## config.mk

```make
export PLATFORM = sky130hd
export DESIGN_NAME = seq_pattern_detector
export DESIGN_NICKNAME = d
export VERILOG_FILES = /design/src/rtl/seq_pattern_detector_pkg.sv /design/src/rtl/seq_pattern_detector_next_state.sv /design/src/rtl/seq_pattern_detector.sv
export SDC_FILE = /design/constraint.sdc
export NUM_CORES = 1
export LEC_CHECK = 0
export ABC_CLOCK_PERIOD_IN_PS = 1400
export BUFFER_PORTS_ARGS = -buffer_cell sky130_fd_sc_hd__buf_4
export CORE_AREA = 2 2 39 41
export DETAILED_ROUTE_END_ITERATION = 8
export DIE_AREA = 0 0 41 43
export PLACE_DENSITY_LB_ADDON = 0.2
export SLEW_MARGIN = 40
export SYNTH_ARGS = -nofsm -noshare
export SYNTH_HDL_FRONTEND = slang
export SYNTH_HIERARCHICAL = 1
export SYNTH_SLANG_ARGS = --single-unit
```

## constraint.sdc

```tcl
create_clock -name clk -period 1.4 [get_ports clk]
set_input_delay 0.07 -clock clk [delete_from_list [all_inputs] [get_ports clk]]
set_output_delay 0.07 -clock clk [all_outputs]
set_load 0.1 [all_outputs]
```

## src/rtl/seq_pattern_detector_pkg.sv

```systemverilog
// Shared definitions for the serial pattern detector: state encoding helpers
// and the elaboration-time KMP next-state computation.
package seq_pattern_detector_pkg;

    // Longest supported pattern and the index widths needed to address it
    localparam int MAX_LEN    = 16;
    localparam int PAT_IDX_W  = 4;
    localparam int HIST_IDX_W = 5;

    // S0 (empty prefix) is always encoded as zero
    localparam int S0_CODE = 0;

    // Binary state register width: S0..S(PAT_LEN-1) plus SD
    function automatic int state_width(input int pat_len);
        return $clog2(pat_len + 1);
    endfunction

    // SD sits directly after the last prefix state
    function automatic int sd_code(input int pat_len);
        return pat_len;
    endfunction

    // Next state for (state, x). Prefix state k means the last k bits equal the
    // first k pattern bits, so the received history is rebuilt from the
    // pattern itself followed by x. The result is the longest pattern prefix
    // that is a suffix of that history (KMP failure function). SD is treated
    // as a full-length prefix when overlapping, and as a fresh start otherwise.
    // Encodings above SD are unreachable and fall back to S0.
    function automatic int calc_next(
        input int                 state,
        input logic               x,
        input logic [MAX_LEN-1:0] pattern,
        input int                 pat_len,
        input bit                 overlap
    );
        logic [MAX_LEN:0] hist;
        int               len;
        int               best;
        bit               ok;

        if (state > pat_len)
            return S0_CODE;

        if (state == pat_len && !overlap)
            return (x == pattern[PAT_IDX_W'(pat_len - 1)]) ? 1 : S0_CODE;

        hist = '0;
        for (int i = 0; i < MAX_LEN; i++)
            if (i < state)
                hist[HIST_IDX_W'(i)] = pattern[PAT_IDX_W'(pat_len - 1 - i)];
        hist[HIST_IDX_W'(state)] = x;
        len = state + 1;

        best = S0_CODE;
        for (int l = 1; l <= MAX_LEN; l++) begin
            if (l <= len && l <= pat_len) begin
                ok = 1'b1;
                for (int j = 0; j < MAX_LEN; j++)
                    if (j < l && hist[HIST_IDX_W'(len - l + j)] != pattern[PAT_IDX_W'(pat_len - 1 - j)])
                        ok = 1'b0;
                if (ok)
                    best = l;
            end
        end
        return best;
    endfunction

endpackage

```

## src/rtl/seq_pattern_detector_next_state.sv

```systemverilog
// Combinational next-state logic: a lookup table indexed by {state, x} whose
// contents are computed entirely at elaboration from the pattern parameters.
module seq_next_state
    import seq_pattern_detector_pkg::*;
#(
    parameter int                 PAT_LEN = 4,
    parameter logic [PAT_LEN-1:0] PATTERN = 4'b1001,
    parameter bit                 OVERLAP = 1'b1,
    parameter int                 STATE_W = 3
) (
    input  logic [STATE_W-1:0] state,
    input  logic               x,
    output logic [STATE_W-1:0] next
);

    localparam int NUM = 1 << STATE_W;

    logic [STATE_W-1:0] lut [2*NUM];

    // One table entry per (state, x) pair, including unreachable encodings
    for (genvar i = 0; i < 2*NUM; i++) begin : g_lut
        localparam int   S  = i / 2;
        localparam logic XB = 1'(i % 2);
        assign lut[i] = STATE_W'(calc_next(S, XB, MAX_LEN'(PATTERN), PAT_LEN, OVERLAP));
    end

    // Select the successor for the current state and incoming bit
    assign next = lut[{state, x}];

endmodule

```

## src/rtl/seq_pattern_detector.sv

```systemverilog
// Moore serial pattern detector: y pulses for one cycle after the last bit
// of PATTERN (MSB first) has been sampled.
module seq_pattern_detector
    import seq_pattern_detector_pkg::*;
#(
    parameter int                 PAT_LEN = 4,
    parameter logic [PAT_LEN-1:0] PATTERN = 4'b1001,
    parameter bit                 OVERLAP = 1'b1
) (
    input  logic clk,
    input  logic rst,
    input  logic x,
    output logic y
);

    localparam int STATE_W = state_width(PAT_LEN);

    if (PAT_LEN < 2 || PAT_LEN > MAX_LEN) begin : g_bad_len
        $error("seq_pattern_detector: PAT_LEN out of range 2..16");
    end

    // Only the two architecturally special states are named; prefix states
    // Sk are encoded as the binary value k in between.
    typedef enum logic [STATE_W-1:0] {
        S0 = STATE_W'(S0_CODE),
        SD = STATE_W'(sd_code(PAT_LEN))
    } state_e;

    state_e             state;
    logic [STATE_W-1:0] next;

    seq_next_state #(
        .PAT_LEN (PAT_LEN),
        .PATTERN (PATTERN),
        .OVERLAP (OVERLAP),
        .STATE_W (STATE_W)
    ) u_next (
        .state (state),
        .x     (x),
        .next  (next)
    );

    // State register; reset drops any partial match immediately
    always_ff @(posedge clk or posedge rst) begin
        if (rst)
            state <= S0;
        else
            state <= state_e'(next);
    end

    assign y = (state == SD);

endmodule

```

Word-level counts from Yosys, hierarchy flattened. Memories as Yosys holds them, arrays and structs flattened. A register that Yosys moved wholly into a read port is not among the register bits. Index checks and enable logic that the tools add are counted.

Flip-flop bits (word level): 0. Memory bits (read-only): 48. Bits of input ports: 3. Output and inout bits: 1. Memories: 1.

Equal/unequal tests: 1. Bitwise gates (word level): 1.

Memories: (name not given) (depth 16, bits a word 3, rd ports 1, clocked after Yosys merged registers in 1, write ports 0, RTL line seq_pattern_detector_next_state.sv:28) `assign next = lut[{state, x}];`.

Operators with widths (count): NOT 4 -> 5 bit (1); equality test 3 bit (second input constant) (1).

Logic depth before layout (Yosys ltp). Gate-level depths: netlist of the first run.

Depth in word-level cells: 1. Gate-level depth with buffers: 3.

Hierarchy. The synthesis of the first run kept the hierarchy.

Modules (own cells, without submodules): seq_pattern_detector (instances 1, cells an instance 5, area each 91.3 um^2, seq. area each 75.1 um^2); seq_next_state (instances 1, cells an instance 9, area each 66.3 um^2, seq. area each 0.0 um^2).

Worst setup path after synthesis of the first run. No wires, ideal clock.

Path type: register to output. Start: register state[1]. End: output y. Arrival: 1.657 ns. Required time: 1.330 ns. Setup slack: -0.327 ns. Cell stages (with the launch flop): 2. Cell sequence: dfrtp_1 nor3b_2.

Longest elaborated chain between the ends: 1.

Ends and longest elaborated chain: start: declaration (RTL line seq_pattern_detector.sv:29) `state_e state;`; equality test 3 bit (RTL line seq_pattern_detector.sv:51) `assign y = (state == SD);`; end: declaration (RTL line seq_pattern_detector.sv:13) `output logic y`.

Every way passes these cells.

Worst setup path in the final report of the first run. Ends and elaborated chain as after synthesis.

==> qor.txt, run 1 <==
Status = finished clean
Critical-path cell list = nor3b_4 -> buf_4
Placer Congestion = 0.586
Top Registers = state (3)
Largest family of logic cells by synthesized area = simple AND/OR/NAND/NOR gates
CTS clk-pin slew, worst paths = 0.04 ns
Drt first pass iters = 1
Worst Hold Class = in2reg
RSZ-0062 raised after global routing = false
Mux cell area share after synthesis = 0%
Nature of the critical path startpoint = flip-flop
Post-Syn Instances = 14
Worst skew pair latency = 0.23 ns
Met1 Use GR = 3.85%
Number of synthesized register bits = 3
Syn nets = 17
Placement Cell Area = 206 sq um
RR Startpoint = state[1]
Sequential power share = 39.1%
Final Instance Area = 243 sq um
Slowest library cell on the worst path = dfrtp_1
Largest net degree at the start of global routing = 7
Minimum clock period after layout = 1.25 ns
Setup violations, final = 0
Pwr/cell area = 1900 nW/um^2
Hold Crit Start = x
Switch share = 36.2%
Ranking of synthesized cells by area = dfrtp_1, nand2b_1, nor3b_2
Arr. time, crit path = 1.18 ns
Post-Syn Area = 158 sq um
Post-synthesis sequential area ratio = 47.6%
Final Cycle Share = 89.6%
Largest register FFs = 3
Total number of vias = 126
Setup TNS = 0 ns
PortBufs = 3
FP Rows = 14
PostCTS Resize Cnt = 0
Synth Area in Compound Gates = 12.7%
Via/cell ratio = 3.32
Clock Skew = 0.00101 ns
Max VDD drop = 0.315 mV
Ys Warns = 6
DRC errors left = 0
I/O pin count = 4
Hold Vio Cnt, Final = 0
Post-Place Cells = 33
Worst slew margin relative to its limit = 81.7%
Fmax = 797 MHz
Most frequent cells in the layout = clkbuf_4, buf_4, dfrtp_1
Tightest Pin Transition = 0.277 ns
Required @ worst endpoint = 1.33 ns
Clk pwr share = 32.7%
Root Driver = clkbuf_4
TritonCTS clock tree = built
Synth area leader = dfrtp_1
Die footprint = 1760 sq um
Num CTS Buffers = 3
Slew Viols, Final = 0
First-pass GRT wire length = 558 um
Largest Register = state
Setup Fix Bufs, Post-CTS = 0
Avg Cell Area, Syn = 11.3 sq um
Initial core utilization = 11.4%
Gr ovfl total = 0
Antenna violations before repair = 0
Top delay family on crit path = flip-flops
Yosys top cell area share = 47.6%
XOR/XNOR Fraction of Synth Area = 5.56%
Max FO, Critical Path = 6
Final net count = 26
Die W = 41 um
Gr busiest metal = met4
Combinational Power Share = 28.2%
Gr usage total = 5.92%
Synth Area in Adders = 0%
H-tree level count = 1
Antenna-violating nets left = 0
GR Util met2 = 7.19%
Pre-CTS setup slack = 0.382 ns
Diode count = 0
Initial DRC Count = 0
Max stage delay on crit path = 0.45 ns
WP buf/inv = 1
Critical path type = reg2out
Crit path from = state[1]
CP Capture Type = output pin
GR Layer Usage met3 = 6.28%
Leak = 0.000111 uW
Non-filler cells, final = 38
Net Sw Power = 167 uW
DR WL/cell = 7.63 um
Layout cell share with drive strength beyond 1 = 40.9%
Clock sinks = 3
Vias in the first global route = 147
CTS Buffer Depth = 2
Pint = 294 uW
Unique cell type count in the Yosys netlist = 11
Chip height = 43 um
Synth Area in Simple Gates = 31.7%
Post-Route WL = 290 um
Final worst slack = 0.146 ns
Core Area = 1380 sq um
Max-cap violations = 0
Area delta synth->final = 54.0%
final timing paths:
check / cells past startpoint / slack [ns] / end
worst max-delay path: 2 / 0.15 / y
worst min-delay path: 2 / 0.01 / state[1]
worst max register to register: 3 / 0.46 / state[0]
worst min register to register: 2 / 0.61 / state[0]
max in group asynchronous: 3 / 1.01 / state[2]
min in group asynchronous: 3 / 0.26 / state[0]
cells by family (layout without fill, tap and decap cells):
| family | Yosys count | in the layout |
|---|---|---|
| XOR/XNOR | 1 | 1 |
| AND/OR/NAND/NOR | 6 | 6 |
| buffers and inverters | 1 | 9 |
| flip-flops | 3 | 3 |
| AO/OA/AOI/OAI | 3 | 3 |
cell usage after synthesis, drive strengths merged:
library cell,number
dfrtp,3
nand2b,2
a21o,1
and4b,1
inv,1
nor2,1
nor3,1
nor3b,1
o21a,1
o21ai,1
xor2,1
power by group through the flow:
stage | sequential [uW] | clock (uW) | combinational (uW)
global route | 188 | 172 | 151
detailed placement | 184 | 0 | 130
CTS | 183 | 161 | 133
global placement | 184 | 0 | 129
floorplan | 169 | 0 | 112
finish | 180 | 151 | 130
repair_timing:
action,in CTS,in global routing
hold buffers,1,0
endpoints found under the setup margin,0,0
endpoints found under the hold margin,3,0
layer usage:
metal / share of wire, % / vias up
met2: 52 / 3
met1: 41 / 56
met3: 2.4 / 2
li1: - / 65
met4: 4.1 / 0
met5: 0 / -
metrics by stage:
| stage | hold WS (ns) | power, uW | util, % |
|---|---|---|---|
| 4_1_cts | 0.00610 | 477 | 17.5 |
| 2_1_floorplan | -0.176 | 280 | - |
| 3_5_place_dp | -0.0511 | 314 | 14.9 |
| 6_report | 0.0130 | 461 | 17.5 |
| 5_1_grt | 0.00205 | 510 | 17.5 |
| 3_3_place_gp | -0.0538 | 313 | 14.9 |
final cells by class:
class	instances	area (sq um)
clock buffers	4	26.3
fillers	160	1140
inverters	1	3.75
multi-input cells	10	85.1
flip-flops and latches	3	75.1
well taps	16	20.0
repair buffers	4	32.5
(Power assumes the default switching activity.)
==> inputs of run 2 (changes only) <==
- CTS_CLUSTER_DIAMETER: unset -> 30
- SETUP_SLACK_MARGIN: unset -> 0.2
==> qor.txt, run 2 (same netlist as run 1, synthesis figures left out) <==
Status = finished clean
Clock Skew = 0.000655 ns (-0.000358 ns)
Largest net degree at the start of global routing = 7 (unchanged)
Chip height = 43 um (unchanged)
Overall power = 493 uW (+6.8%)
DRC errors left = 0 (unchanged)
Worst skew pair latency = 0.23 ns (about the same)
Final net count = 27 (+3.8%)
Core Area = 1380 sq um (unchanged)
Most frequent cells in the layout = clkbuf_4, buf_4, dfrtp_2, nand2b_1
Area delta synth->final = 68.3%
Gr ovfl total = 0 (unchanged)
Pwr/cell area = 1860 nW/um^2 (-2.2%)
Leak = 0.000117 uW (+5.0%)
Arr. time, crit path = 1.10 ns (-0.08 ns)
Worst slew margin relative to its limit = 88.4% (+6.7 points)
Slew Viols, Final = 0 (unchanged)
R2R Setup Slk = 0.45 ns (about the same)
Nature of the critical path startpoint = flip-flop
Antenna violations before repair = 0 (unchanged)
I/O pin count = 4 (unchanged)
Worst Hold Class = in2reg
Num CTS Buffers = 3 (unchanged)
Required @ worst endpoint = 1.33 ns (about the same)
Clock sinks = 3 (unchanged)
Max VDD drop = 0.288 mV (-8.7%)
Final worst slack = 0.232 ns (+0.0865 ns)
Hold Slack = 0.0111 ns (-0.00188 ns)
Largest Register = state
TritonCTS clock tree = built
Root Driver = clkbuf_4
Post-Route WL = 286 um (-1.4%)
Final Cycle Share = 83.4% (-6.2 points)
Critical path type = reg2out
Max-cap violations = 0 (unchanged)
Hold Vio Cnt, Final = 0 (unchanged)
Max FO, Critical Path = 5 (-1)
Die W = 41 um (unchanged)
Setup violations, final = 0 (unchanged)
FP Rows = 14 (unchanged)
Top Registers = state (3)
Diode count = 0 (unchanged)
Layout cell share with drive strength beyond 1 = 52.2% (+11 points)
Total number of vias = 124 (-1.6%)
Placer Congestion = 0.564 (-3.8%)
Hpwl dp = 210 um
Gr usage total = 6.13% (+0.21 points)
H-tree level count = 1 (unchanged)
Minimum clock period after layout = 1.17 ns (-0.0865 ns)
CP Capture Type = output pin
DR WL/cell = 7.33 um (-3.9%)
Via/cell ratio = 3.18 (-4.1%)
PortBufs = 3 (unchanged)
Initial DRC Count = 0 (unchanged)
Die footprint = 1760 sq um (unchanged)
Tightest Pin Transition = 0.172 ns (-0.105 ns)
Pre-CTS setup slack = 0.386 ns (+0.00478 ns)
CTS clk-pin slew, worst paths = 0.04 ns (about the same)
Fmax = 856 MHz (+7.4%)
CTS Buffer Depth = 2 (unchanged)
Vias in the first global route = 152 (+3.4%)
First-pass GRT wire length = 579 um (+3.8%)
Initial core utilization = 11.4% (unchanged)
Antenna-violating nets left = 0 (unchanged)
Largest register FFs = 3 (unchanged)
Setup TNS = 0 ns (unchanged)
Drt first pass iters = 1 (unchanged)
RSZ-0062 raised after global routing = true
[run 2: cell type report]
| class | instances | area [sq um] |
|---|---|---|
| clock buffer | 4 | 26.3 |
| fill | 151 | 1120 |
| inverter | 1 | 3.75 |
| multi-input combinational | 10 | 85.1 |
| sequential | 3 | 77.6 |
| tap | 16 | 20.0 |
| timing repair buffer | 5 | 52.6 |
[run 2: critical path, cell delays in order, from the launching register on]
cell     delay [ns]
dfrtp_2        0.43
nor3b_4        0.23
buf_12         0.20
[run 2: what timing repair did]
item | in CTS | in global routing
setup buffers | 0 | 1
endpoints found under the hold margin | 3 | 0
hold buffers | 1 | 0
resized for setup | 4 | 1
pin swaps | 0 | 1
gates cloned | 0 | 0
setup endpoints to repair | 1 | 1
[run 2: stage by stage]
step / utilization [%] / instances / area [sq um]
after floorplan: - / 14 / 164
after global placement: 14.9 / 33 / 206
after detailed placement: 14.9 / 33 / 206
after CTS: 18.5 / 38 / 256
after global routing: 19.2 / 39 / 265
final: 19.2 / 39 / 265
[run 2: worst paths after layout]
check | start | endpoint | depth (start not counted)
hold reg to reg | state[0] | state[0] | 1
setup reg to reg | state[1] | state[0] | 4
hold / removal | x | state[1] | 2
max in group asynchronous | rst | state[1] | 3
min in group asynchronous | rst | state[2] | 3
setup / recovery | state[1] | y | 2
[run 2: report_power, final]
group / switching, uW / total (uW) / internal, uW
Clock: 45.5 / 152 / 107
Sequential: 54.8 / 179 / 125
Combinational: 71.8 / 161 / 89.4
Total: 172 / 493 / 321
[run 2: routing by layer]
layer  GRT usage, %  up-vias  routed length, um
met3           3.14        0                  4
met2           7.50        1                178
met1           4.19       57                103
li1               -       66                  -
met5              0        -                  0
met4           12.0        0                  0
==> inputs of run 3 (changes only) <==
- ABC_CLOCK_PERIOD_IN_PS: 1400 -> 1100
- clock period: 1.4 -> 1.1 ns (I/O delays scaled with it)
==> qor.txt, run 3 (same netlist as run 1, synthesis figures left out) <==
Status = finished, violations left
Failing checks = setup timing
Final Cycle Share = 103%
Layout cell share with drive strength beyond 1 = 50.0% (-2.2 points)
Chip height = 43 um (unchanged)
Clock sinks = 3 (unchanged)
R2R Setup Slk = 0.08 ns (-0.37 ns)
Diode count = 0 (unchanged)
Max-cap violations = 0 (unchanged)
Antenna-violating nets left = 0 (unchanged)
First-pass GRT wire length = 593 um (+2.4%)
Total number of vias = 132 (+6.5%)
Core Area = 1380 sq um (unchanged)
Via/cell ratio = 3.30 (+3.8%)
Nature of the critical path startpoint = flip-flop
Arr. time, crit path = 1.08 ns (-0.02 ns)
Hpwl dp = 208 um (-0.95%)
Die W = 41 um (unchanged)
Largest register FFs = 3 (unchanged)
Final Instance Area = 279 sq um (+5.2%)
Setup violations, final = 1 (+1)
Initial DRC Count = 2 (+2)
Placer Congestion = 0.611 (+8.4%)
H-tree level count = 1 (unchanged)
Max FO, Critical Path = 6 (+1)
Leak = 0.000123 uW (+5.4%)
Slew Viols, Final = 0 (unchanged)
Die footprint = 1760 sq um (unchanged)
CTS clk-pin slew, worst paths = 0.04 ns (about the same)
Vias in the first global route = 179 (+18%)
RR Startpoint = state[1]
Setup TNS = -0.0377 ns (-0.0377 ns)
Required @ worst endpoint = 1.04 ns (-0.29 ns)
Critical path type = reg2out
Largest net degree at the start of global routing = 7 (unchanged)
Final net count = 28 (+3.7%)
Gr usage total = 6.02% (-0.11 points)
Worst slew margin relative to its limit = 87.9% (-0.50 points)
CTS Buffer Depth = 2 (unchanged)
Pre-CTS setup slack = 0.103 ns (-0.284 ns)
DRC errors left = 0 (unchanged)
Register area = 77.6 sq um (unchanged)
Area delta synth->final = 77.0%
Placement Cell Area = 206 sq um (unchanged)
Gr ovfl total = 0 (unchanged)
Top Registers = state (3)
CP endpoint = y
Worst Hold Class = in2reg
Worst skew pair latency = 0.23 ns (about the same)
Root Driver = clkbuf_4
Utilization after layout = 20.2% (+0.99 points)
Minimum clock period after layout = 1.14 ns
Final worst slack = -0.0377 ns (-0.270 ns)
DR WL/cell = 7.88 um (+7.4%)
Largest Register = state
Commonest non-fill, non-tap cell in the layout = clkbuf_4
Fmax = 879 MHz
FP Rows = 14 (unchanged)
Antenna violations before repair = 0 (unchanged)
TritonCTS clock tree = built
CP Capture Type = output pin
I/O pin count = 4 (unchanged)
Clock Skew = 0.000616 ns (-0.0000389 ns)
Drt first pass iters = 2 (+1)
PortBufs = 3 (unchanged)
RSZ-0062 raised after global routing = true
Hold Vio Cnt, Final = 0 (unchanged)
Final-layout fill cell count = 152 (+0.66%)
Initial core utilization = 11.4% (unchanged)
Tightest Pin Transition = 0.181 ns (+0.00917 ns)
Pwr/cell area = 2290 nW/um^2 (+23%)
Post-Route WL = 315 um (+10%)
Crit path from = state[0]
Max VDD drop = 0.424 mV (+48%)
Multi-input logic area = 85.1 sq um (unchanged)
Reg2reg end = state[0]
Num CTS Buffers = 3 (unchanged)
Most frequent cells in the layout = clkbuf_4, dlygate4sd3_1, buf_4, dfrtp_2, nand2b_1
Worst reg-to-reg path cell count = 4 (unchanged)
==> run 3: changes by cell type in the layout (fill, tap and decap cells not counted) <==
cell           before  now
buf_4               3    2
dlygate4sd3_1       1    2
buf_6               0    1
==> run 3: critical path: stages, from the launching register on <==
cell and delay [ns]:
dfrtp_2 0.44, nor3b_4 0.22, buf_12 0.20
==> run 3: worst min-delay path by stage <==
stage                     startpoint  endpoint  slack [ns]  depth (start not counted)
after CTS                          x  state[0]        0.15                          3
after global placement           rst  state[1]       -0.07                          2
after global routing               x  state[2]        0.18                          2
after detailed placement         rst  state[1]       -0.07                          2
final                              x  state[0]        0.15                          3
after floorplan                  rst  state[0]       -0.19                          1
==> run 3: final cells by class <==
type                    count  area share (%)
clock buffers               4            9.42
inverters                   1            1.35
flip-flops and latches      3            27.8
well taps                  16            7.17
repair buffers              6            23.8
multi-input cells          10            30.5
==> run 3: power breakdown <==
group / total (uW) / internal, uW / switching (uW) / leakage [uW]
Sequential: 223 / 159 / 64.5 / 0.0000358
Combinational: 228 / 123 / 105 / 0.0000721
Clock: 189 / 136 / 53.1 / 0.0000150
Total: 640 / 417 / 223 / 0.000123
==> run 3: stage by stage <==
step,power (uW),hold slack [ns],instances
global route,687,0.178,40
CTS,654,0.152,40
global placement,397,-0.0662,33
finish,640,0.154,40
detailed placement,398,-0.0705,33
floorplan,357,-0.191,14
==> run 3: repair_timing <==
item,in CTS,in global routing
hold endpoints to repair,4,0
resized for setup,6,0
hold buffers,2,0
setup buffers,1,0
endpoints found under the setup margin,3,3
pin swaps,4,0
==> run 3: routing by layer <==
| layer | GRT usage (%) | up-vias | part of all wire, % |
|---|---|---|---|
| met4 | 10.0 | 0 | 0 |
| met5 | 0 | - | 0 |
| li1 | - | 67 | - |
| met1 | 3.22 | 64 | 29 |
| met3 | 3.14 | 0 | 0.95 |
| met2 | 9.06 | 1 | 70 |
